--- config.mk ---
export PLATFORM = sky130hd
export DESIGN_NAME = instr_fetch
export DESIGN_NICKNAME = d
export VERILOG_FILES = /design/src/rtl/riscv_pkg.sv /design/src/rtl/fetch_hold_reg.sv /design/src/rtl/instr_fetch.sv
export SDC_FILE = /design/constraint.sdc
export NUM_CORES = 1
export LEC_CHECK = 0
export BUFFER_PORTS_ARGS = -buffer_cell sky130_fd_sc_hd__buf_2
export CAP_MARGIN = 20
export CORE_AREA = 10 10 184 186
export CTS_BUF_LIST = sky130_fd_sc_hd__clkbuf_2
export CTS_CLUSTER_DIAMETER = 50
export CTS_CLUSTER_SIZE = 40
export DETAILED_ROUTE_END_ITERATION = 8
export DIE_AREA = 0 0 194 196
export PLACE_DENSITY = 0.41
export SKIP_CTS_REPAIR_TIMING = 1
export SLEW_MARGIN = 20
export SYNTH_ARGS = -nofsm -noshare
export SYNTH_HDL_FRONTEND = slang
export SYNTH_SLANG_ARGS = --single-unit
--- constraint.sdc ---
create_clock -name clk -period 1.9 [get_ports clk]
set_input_delay 0 -clock clk [delete_from_list [all_inputs] [get_ports clk]]
set_output_delay 0 -clock clk [all_outputs]
set_load 0.005 [all_outputs]
--- src/rtl/riscv_pkg.sv ---
// Shared RV32 core definitions: fetch FSM states, the fetch packet, and the
// immediate-select encodings that decode hands to the extender.
package riscv_pkg;

    localparam int unsigned XLEN_W    = 32;
    localparam int unsigned INSTR_W   = 32;
    localparam logic [INSTR_W-1:0] NOP_INSTR = 32'h0000_0013;

    typedef enum logic [2:0] {
        FS_IDLE  = 3'd0,
        FS_REQ   = 3'd1,
        FS_WAIT  = 3'd2,
        FS_HOLD  = 3'd3,
        FS_DRAIN = 3'd4
    } fetch_state_e;

    typedef enum logic [1:0] {
        IMM_I = 2'd0,
        IMM_S = 2'd1,
        IMM_B = 2'd2,
        IMM_U = 2'd3
    } imm_sel_e;

    typedef struct packed {
        logic [INSTR_W-1:0] instr;
        logic [XLEN_W-1:0]  pc;
    } fetch_pkt_t;

    // Fetch addresses are always word aligned; low bits of a target are dropped.
    function automatic logic [XLEN_W-1:0] word_align(input logic [XLEN_W-1:0] addr);
        return {addr[XLEN_W-1:2], 2'b00};
    endfunction

endpackage

--- src/rtl/fetch_hold_reg.sv ---
// Single-entry instruction/PC buffer that parks a returned word while the
// decode-facing output slot is still occupied.
module fetch_hold_reg
    import riscv_pkg::*;
(
    input  logic       clk,
    input  logic       rst_n,
    input  logic       clear_i,
    input  logic       load_i,
    input  logic       unload_i,
    input  fetch_pkt_t pkt_i,
    output logic       valid_o,
    output fetch_pkt_t pkt_o
);

    logic       valid_q, valid_d;
    fetch_pkt_t pkt_q, pkt_d;

    // Clear wins over load so a redirect can never leave a stale entry behind.
    always_comb begin
        valid_d = valid_q;
        pkt_d   = pkt_q;
        if (clear_i) begin
            valid_d = 1'b0;
        end else if (load_i) begin
            valid_d = 1'b1;
            pkt_d   = pkt_i;
        end else if (unload_i) begin
            valid_d = 1'b0;
        end
    end

    always_ff @(posedge clk or negedge rst_n) begin
        if (!rst_n) begin
            valid_q <= 1'b0;
            pkt_q   <= '0;
        end else begin
            valid_q <= valid_d;
            pkt_q   <= pkt_d;
        end
    end

    assign valid_o = valid_q;
    assign pkt_o   = pkt_q;

endmodule

--- src/rtl/instr_fetch.sv ---
// RV32 fetch stage: owns the PC, issues one outstanding word request at a time
// and hands instructions to decode over a valid/ready slot.
module instr_fetch
    import riscv_pkg::*;
#(
    parameter int unsigned XLEN     = 32,
    parameter logic [31:0] RESET_PC = 32'h0000_0000
) (
    input  logic            clk,
    input  logic            rst_n,
    output logic            ImemReq,
    output logic [XLEN-1:0] ImemAddr,
    input  logic            ImemGnt,
    input  logic            ImemRvalid,
    input  logic [31:0]     ImemRdata,
    output logic [31:0]     Instr,
    output logic [XLEN-1:0] InstrPC,
    output logic            InstrValid,
    input  logic            InstrReady,
    input  logic            Redirect,
    input  logic [XLEN-1:0] RedirectPC
);

    fetch_state_e    state_q, state_d;
    logic [XLEN-1:0] pc_q, pc_d, pc_inc;
    logic            req_q, req_d;
    logic            out_valid_q, out_valid_d;
    logic [31:0]     out_instr_q, out_instr_d;
    logic [XLEN-1:0] out_pc_q, out_pc_d;

    logic            hold_clear, hold_load, hold_unload, hold_valid;
    fetch_pkt_t      hold_pkt_in, hold_pkt;
    logic            xfer;

    assign xfer   = out_valid_q && InstrReady;
    assign pc_inc = pc_q + XLEN'(4);

    fetch_hold_reg u_hold (
        .clk      (clk),
        .rst_n    (rst_n),
        .clear_i  (hold_clear),
        .load_i   (hold_load),
        .unload_i (hold_unload),
        .pkt_i    (hold_pkt_in),
        .valid_o  (hold_valid),
        .pkt_o    (hold_pkt)
    );

    always_ff @(posedge clk or negedge rst_n) begin
        if (!rst_n) begin
            state_q <= FS_IDLE;
        end else begin
            state_q <= state_d;
        end
    end

    // Next state, PC and output slot; redirect is applied last so it overrides.
    always_comb begin
        state_d     = state_q;
        pc_d        = pc_q;
        out_valid_d = out_valid_q;
        out_instr_d = out_instr_q;
        out_pc_d    = out_pc_q;
        hold_clear  = 1'b0;
        hold_load   = 1'b0;
        hold_unload = 1'b0;
        hold_pkt_in = '{instr: ImemRdata, pc: pc_q};

        if (xfer) begin
            out_valid_d = 1'b0;
        end

        case (state_q)
            FS_IDLE: begin
                state_d = FS_REQ;
            end
            FS_REQ: begin
                if (ImemGnt) begin
                    state_d = FS_WAIT;
                end
            end
            FS_WAIT: begin
                if (ImemRvalid) begin
                    pc_d = pc_inc;
                    if (!out_valid_q || InstrReady) begin
                        out_valid_d = 1'b1;
                        out_instr_d = ImemRdata;
                        out_pc_d    = pc_q;
                        state_d     = FS_REQ;
                    end else begin
                        hold_load = 1'b1;
                        state_d   = FS_HOLD;
                    end
                end
            end
            FS_HOLD: begin
                if (xfer && hold_valid) begin
                    hold_unload = 1'b1;
                    out_valid_d = 1'b1;
                    out_instr_d = hold_pkt.instr;
                    out_pc_d    = hold_pkt.pc;
                    state_d     = FS_REQ;
                end
            end
            FS_DRAIN: begin
                if (ImemRvalid) begin
                    state_d = FS_REQ;
                end
            end
            default: begin
                state_d = FS_IDLE;
            end
        endcase

        if (Redirect) begin
            pc_d        = word_align(RedirectPC);
            out_valid_d = 1'b0;
            out_instr_d = NOP_INSTR;
            hold_clear  = 1'b1;
            hold_load   = 1'b0;
            hold_unload = 1'b0;
            // A granted-but-unanswered request still owes a response to discard.
            case (state_q)
                FS_REQ:   state_d = ImemGnt    ? FS_DRAIN : FS_REQ;
                FS_WAIT:  state_d = ImemRvalid ? FS_REQ   : FS_DRAIN;
                FS_DRAIN: state_d = ImemRvalid ? FS_REQ   : FS_DRAIN;
                default:  state_d = FS_REQ;
            endcase
        end

        req_d = (state_d == FS_REQ);
    end

    always_ff @(posedge clk or negedge rst_n) begin
        if (!rst_n) begin
            pc_q        <= RESET_PC;
            req_q       <= 1'b0;
            out_valid_q <= 1'b0;
            out_instr_q <= NOP_INSTR;
            out_pc_q    <= '0;
        end else begin
            pc_q        <= pc_d;
            req_q       <= req_d;
            out_valid_q <= out_valid_d;
            out_instr_q <= out_instr_d;
            out_pc_q    <= out_pc_d;
        end
    end

    assign ImemReq    = req_q;
    assign ImemAddr   = pc_q;
    assign Instr      = out_instr_q;
    assign InstrPC    = out_pc_q;
    assign InstrValid = out_valid_q;

endmodule

## Word level (Yosys, flattened, before mapping)

Cells that the tools add are included.

| storage, ports and cells | value |
|---|---|
| word-level logic and storage cells | 76 |
| memories kept | 0 |
| flip-flop bits (word level) | 166 |
| ROM bits | 0 |
| bits in writable memories | 0 |
| latch bits | 0 |

| operators by class | value |
|---|---|
| reductions and logical operators | 15 |
| mux-type cells | 39 |
| multiply operators | 0 |
| $add $sub $neg | 1 |
| bitwise gates (word level) | 1 |
| eq/ne operators | 11 |
| $lt $le $gt $ge | 0 |
| div/mod/pow operators | 0 |
| shifts and indexed selects | 0 |

Operators by type and width:

| cell | number |
|---|---|
| $mux 32 | 10 |
| $pmux 32 s2 | 2 |
| $add 32x3->32 const B | 1 |
| $mux 3 | 7 |
| $mux 1 | 16 |
| $pmux 3 s5 | 1 |
| $ne 3x3->1 const B | 3 |
| $reduce_and 4->1 | 2 |
| $eq 3x1->1 const B | 2 |
| $eq 3x2->1 const B | 2 |
| $ne 2x2->1 const B | 3 |
| $pmux 3 s2 | 1 |
| $reduce_bool 2->1 | 3 |
| $reduce_bool 3->1 | 2 |
| $reduce_and 2->1 | 2 |
| $eq 3x3->1 const B | 1 |
| $logic_not 3->1 | 1 |
| $logic_and 1x1->1 | 2 |
| $mux 2 | 1 |
| $pmux 1 s2 | 1 |
| $reduce_or 2->1 | 1 |
| $logic_not 1->1 | 1 |
| $logic_or 1x1->1 | 1 |
| $not 1->1 | 1 |

## Longest topological paths before layout

Gate-level depths: netlist of run 1.

| depth | value |
|---|---|
| depth in word-level cells | 8 |
| depth in mapped cells | 8 |
| mapped depth without buffers | 5 |

## Modules after synthesis

From an unflattened synthesis of run 1, not the netlist that was laid out.

| unflattened totals | value |
|---|---|
| cells, all modules | 723 |
| area total of the unflattened synthesis | 7976.4 um^2 |

Modules (own cells, without submodules):

| module | cells each | area each (um^2) | seq. area each (um^2) | times used |
|---|---|---|---|---|
| instr_fetch | 583 | 5235.0 | 2481.1 | 1 |
| fetch_hold_reg | 140 | 2741.4 | 1626.6 | 1 |

## Worst setup path before layout of run 1

Ideal clock, no wire load.

| timing | value |
|---|---|
| path type | register to register |
| from | reg state_q[2] |
| to | reg pc_q[31] (netlist: ImemAddr[31]) |
| setup slack | -0.017 ns |
| stages on the path, launching flop included | 9 |
| data arrival time | 1.774 ns |
| path buffers | 4 |
| data required time | 1.757 ns |
| clock period less this slack | 1.917 ns |
| cells stage by stage | dfrtp_1 > clkbuf_2 > and4bb_1 > buf_4 > nand4_4 > buf_2 > buf_2 > o41ai_1 > o211ai_1 |

| between the ends | value |
|---|---|
| cells in the longest elaborated chain, start to end | 3 |

RTL lines:

| what | line | RTL |
|---|---|---|
| start, declared | instr_fetch.sv:24 | `fetch_state_e state_q, state_d;` |
| start signal, assigned | instr_fetch.sv:53 | `state_q <= state_d;` |
| $eq 3x2->1 | instr_fetch.sv:73 | `case (state_q)` |
| $reduce_bool 2->1 (no line) | n/a |  |
| $reduce_and 2->1 (no line) | n/a |  |
| end signal, assigned | instr_fetch.sv:142 | `pc_q <= pc_d;` |
| end, declared | instr_fetch.sv:25 | `logic [XLEN-1:0] pc_q, pc_d, pc_inc;` |

No other way between the ends.
A chain may end at the register's enable or synchronous reset.

## Worst setup path after layout of run 1

| timing | value |
|---|---|
| from | reg state_q[0] |
| to | reg pc_q[27] (netlist: ImemAddr[27]) |

The elaborated chain is that of the path after synthesis.

==> results of run 1 <==
per-stage QoR:
stage          instances  power (mW)  setup TNS (ns)  hold slack, ns  cell area [um2]
2_1_floorplan        708        5.32               0          -0.296             7480
3_3_place_gp        1271        6.60               0          0.0375             9200
3_5_place_dp        1271        6.61               0          0.0323             9200
4_1_cts             1302        8.73         -0.0104          -0.908             9460
5_1_grt             1436        9.42          -0.971          0.0156            10900
6_report            1436        8.76         -0.0702           0.101            10900
critical path, stage by stage, from the launching register on:
cell and delay [ns]:
dfrtp_1 0.43, and4bb_1 0.28, buf_6 0.13, nand4_4 0.14, buf_12 0.18, or4b_1 0.51
a31oi_1 0.20
registers in the layout (all words and copies together), names as in the netlist:
signal,flops
ImemAddr,30
u_hold.valid_o,1
state_q,3
InstrValid,1
u_hold.pkt_o,62
Instr,32
ImemReq,1
InstrPC,30
metal layers:
layer	track usage, %	vias to the layer above	share of wire (%)
li1	-	3226	-
met1	16.3	3283	46
met2	20.1	135	48
met3	3.84	14	4.4
met4	3.11	0	0.90
met5	0	-	0
synthesized netlist by cell type (all sizes together):
cell     number
xnor2         4
or4          15
a21oi        38
and3b         1
nor4          3
a22oi         1
inv           8
and4bb        1
o41ai         2
nor3          1
a21boi        1
buf          19
xor2          8
and4          4
a2bb2oi       1
nand3        12
a21o          2
clkbuf       44
and2          1
or4b          1
o31ai        13
o211ai        7
or2           1
a211oi        1
mux2i        30
nand4bb       1
nand4b        1
nand4         8
and3          3
dfstp         3
nand3b        1
nand2        92
o21ai        83
mux2         57
nor2b         3
nor2         24
a32o          1
or3           5
dfrtp       157
a31oi        15
conb          1
a311oi       30
ha            1
power groups by stage:
stage          Clock, mW  Sequential [mW]  Combinational [mW]
2_1_floorplan          0             4.28                1.04
3_3_place_gp           0             4.23                2.37
3_5_place_dp           0             4.23                2.38
4_1_cts             2.18             4.17                2.38
5_1_grt             2.32             4.24                2.86
6_report            2.06             4.16                2.54
worst paths after layout:
check	end	slack (ns)	cells past startpoint
min in group asynchronous	InstrPC[31]	0.39	4
max reg2reg	ImemAddr[27]	-0.06	6
min reg2reg	u_hold.pkt_o[18]	0.51	2
min	ImemAddr[22]	0.10	4
max	ImemAddr[27]	-0.06	6
max in group asynchronous	ImemAddr[21]	1.21	4
area by class of cell:
class / instances / area [um2] / area share, %
flip-flops and latches: 160 / 4010 / 36.8
multi-input cells: 477 / 3250 / 29.9
clock inverters: 13 / 164 / 1.51
diodes: 2 / 5.00 / 0.0460
well taps: 396 / 495 / 4.55
repair buffers: 362 / 2840 / 26.1
clock buffers: 18 / 90.1 / 0.828
inverters: 8 / 30.0 / 0.276
cells by family (layout without fill, tap and decap cells):
logic type	after synthesis	count (layout)	share of synthesized area [%]
compound gates	195	195	15.9
xor+xnor	12	12	1.41
fa+ha+maj	1	1	0.168
buf+inv	71	401	4.03
flops	160	160	53.8
mux	87	87	12.6
other cells	1	6	0.0503
simple gates	178	178	12.0
==> impl_metrics.ini, run 1 <==
[global_routing]
grt.overflow.total = 0
grt_pass1_vias = 6358
antenna_found_initial = 2
grt_pass1_wl_mm = 38.3
grt_max_degree = 63
grt_use_total_pct = 12.6

[floorplan]
placeableCoreArea_mm2 = 0.0303
start_util_pct = 24.6
io_pins = 168
rows = 64
dieArea_mm2 = 0.0380
die_x_um = 194
fp.dieH_um = 196

[pwr]
power_density_mw_per_mm2 = 805
pwr-share-comb_pct = 29.0
p_clk_share_pct = 23.5
ir_drop_mv = 0.296
sequentialPowerShare_pct = 47.5
switchingPower_mw = 2.93
switching_share_pct = 33.4
internal-power_mw = 5.84
leakagePower_nw = 4.92

[timing]
final-setup-viol-count = 2
rsz0062_at_grt = true
hold_viol = 0
fmax_ghz = 0.511
slew_viol_final = 0
fin_skew_ns = 0.0335
fin_ws_ns = -0.0553
fin_crit_sh_pct = 103
fin_crit_ns = 1.96

[clocking]
root_buffer = clkbuf_2
cts_tree = done
clock-sinks = 160
numCtsBuffers = 17
htreeDepth = 4
insertion_delay_ns = 0.74
cts.path.max_buffers = 2
clk_pin_slew_ns = 0.26

[layout]
fin_util_pct = 36.0
num-fill-cells = 3104
final_cell_mix = buf_2 (160), dfrtp_1 (156), dlygate4sd3_1 (125)
drive_gt1_share_pct = 33.4
num-nets-final = 1097
mostFrequentLayoutCell = buf_2
area_growth_pct = 46.1

[job]
maxCapViolations = 0

[critical_path]
cp.arrival_ns = 2.61
startpoint = state_q[0]
critical_path_class = flop to flop
crit_path_max_fanout = 7
regToRegStartpoint = state_q[0]
critical_path_required_ns = 2.56
start_kind = flop
end_kind = flop

[outcome]
violations = setup timing
status = finished with violations

[yosys]
yosysTopAreaCell = dfrtp_1
yosys-top-cells-area = dfrtp_1 (53%), mux2_2 (8.6%), o21ai_0 (5.6%), nand2_1 (4.6%), mux2i_1 (4.0%)
synth.distinct_cells = 50
yosys_warnings = 0
avgSynthCellArea_um2 = 10.6
synth_top_area_share_pct = 52.7
syn_inst = 705
ys_ff_latch = 160
netlist_area_mm2 = 0.00745
yosysSeqAreaShare_pct = 53.8

[drt]
drtPass1Iterations = 4
drc = 0
drt-initial-drc-count = 282
ant_nets = 0
viasPerCell = 4.64
routed_wl_mm = 25.5
wl_per_cell_um = 17.8
vias = 6658

[min_path]
hold_start = RedirectPC[22]
hold_class = input port to flop

[placement]
dp_hpwl_mm = 16.9
portBuffers = 161
gp_congestion = 0.722
pre_cts_ws_ns = 0.0705
Power figures use the tool's default switching activity.
==> inputs of run 2 (changes only) <==
- CORE_AREA: 10 10 184 186 -> 10 10 152 225
- DIE_AREA: 0 0 194 196 -> 0 0 162 235
==> run 2 against run 1 <==
  * The flow now finishes without violations
  * Flip-flop and latch count unchanged
  * Core utilization increased by 0.49 points
  * Sequential power about the same
  * Combinational power grew 2%
  * Count of clock-buffer cells in the layout unchanged
  * Non-clock buffer count grew 6
  * Clock power grew 11%
  * Final area grew 0.67%
  * Critical path type unchanged
  * Critical endpoint is now ImemAddr[21]
  * Largest cell class unchanged
  * Largest power group unchanged
  * Highest routed layer unchanged
==> impl_metrics.ini, run 2 (synthesis gave the netlist of run 1 again) <==
[floorplan]
start_util_pct = 24.8
rows = 78
die_x_um = 162
placeableCoreArea_mm2 = 0.0301
io_pins = 168
dieArea_mm2 = 0.0381
fp.dieH_um = 235

[layout]
fin_util_pct = 36.5
area_growth_pct = 47.0
final_cell_mix = buf_2 (160), dfrtp_1 (156), dlygate4sd3_1 (135)
mostFrequentLayoutCell = buf_2
layout.cells.non_filler = 1447
stdcell_area_mm2 = 0.0110
num-nets-final = 1103
largest_reg_flops = 62
drive_gt1_share_pct = 33.0

[drt]
wl_per_cell_um = 18.2
routed_wl_mm = 26.4
drc = 0
ant_nets = 0
drtPass1Iterations = 6
vias = 6694
viasPerCell = 4.63
drt-initial-drc-count = 250

[min_path]
hold_class = input port to flop
hold_start = InstrReady
hold_depth = 4

[pwr]
p_clk_share_pct = 25.3
switching_share_pct = 33.3
power_mw = 9.02
switchingPower_mw = 3.00
sequentialPowerShare_pct = 46.0
power_density_mw_per_mm2 = 823
ir_drop_mv = 0.301
pwr-share-comb_pct = 28.7
leakagePower_nw = 4.94
internal-power_mw = 6.02

[job]
maxCapViolations = 0

[critical_path]
start_kind = flop
critical_path_required_ns = 2.64
regToRegStartpoint = state_q[2]
startpoint = state_q[2]
crit_path_max_fanout = 14
rr_worst_depth = 5
end_kind = flop
critical_path_class = flop to flop
cp.arrival_ns = 2.63

[timing]
fin_crit_sh_pct = 99.1
fin_skew_ns = 0.0476
fin_crit_ns = 1.88
final-setup-viol-count = 0
fin_tns_setup_ns = 0
worst_slew_pin_slew_ns = 0.552
fmax_ghz = 0.531
maxSlewHeadroom_pct = 63.2
hold_viol = 0
rsz0062_at_grt = true
holdWs_ns = 0.143
slew_viol_final = 0
fin_ws_ns = 0.0172

[clocking]
cts_tree = done
root_buffer = clkbuf_2
numCtsBuffers = 17
clock-sinks = 160
clk_pin_slew_ns = 0.25
insertion_delay_ns = 0.82
htreeDepth = 4
cts.path.max_buffers = 2

[outcome]
status = completed

[global_routing]
grt_pass1_wl_mm = 39.7
grt.overflow.total = 0
top_usage_layer = met2
antenna_found_initial = 2
use_met3_pct = 4.32
grt_pass1_vias = 6608
grt.met2_usage_pct = 23.1
grt_max_degree = 51
grt_use_total_pct = 13.5
met1_usage_pct = 15.6

[placement]
gp_congestion = 0.753
dp_hpwl_mm = 17.5
placed_area_mm2 = 0.00918
portBuffers = 161
pre_cts_ws_ns = 0.0463
dpl.cell_count = 1271
-- run 2: cell types whose count changed in the layout (fill, tap and decap cells not counted), sizes merged --
cell         change
buf              -3
bufinv           +1
clkbuf           -1
clkinv           -2
dlygate4sd3     +10
inv              +2
-- run 2: critical path: stages (launching register included) --
cell and delay, ns:
dfrtp_1 0.45, and4bb_2 0.36, nand4_4 0.11, buf_12 0.16
or4_1 0.51, a31oi_1 0.23
-- run 2: cell type report --
cell class              count  area [um2]
clock buffers              18        90.1
diodes                      2        5.00
clock inverters            14         204
repair buffers            368        2870
multi-input cells         477        3250
fillers                  3119       19100
well taps                 400         500
inverters                   8        30.0
flip-flops and latches    160        4010
-- run 2: power groups by stage --
stage               combinational [mW]  clock, mW  sequential, mW
floorplan                         1.04          0            4.28
global placement                  2.41          0            4.23
detailed placement                2.42          0            4.23
CTS                               2.43       2.43            4.16
global route                      2.94       2.56            4.23
finish                            2.59       2.28            4.15
-- run 2: metal layers --
layer  vias up  share of wire [%]
li1       3213                  -
met1      3314                 42
met2       152                 52
met3        15                4.4
met4         0                1.2
met5         -                  0
-- run 2: final timing paths --
kind	end	slack [ns]
worst max-delay path	ImemAddr[21]	0.02
worst max register to register	ImemAddr[21]	0.02
worst min-delay path	u_hold.valid_o	0.14
min in group asynchronous	InstrPC[17]	0.28
max in group asynchronous	Instr[4]	1.33
worst min register to register	Instr[29]	0.50
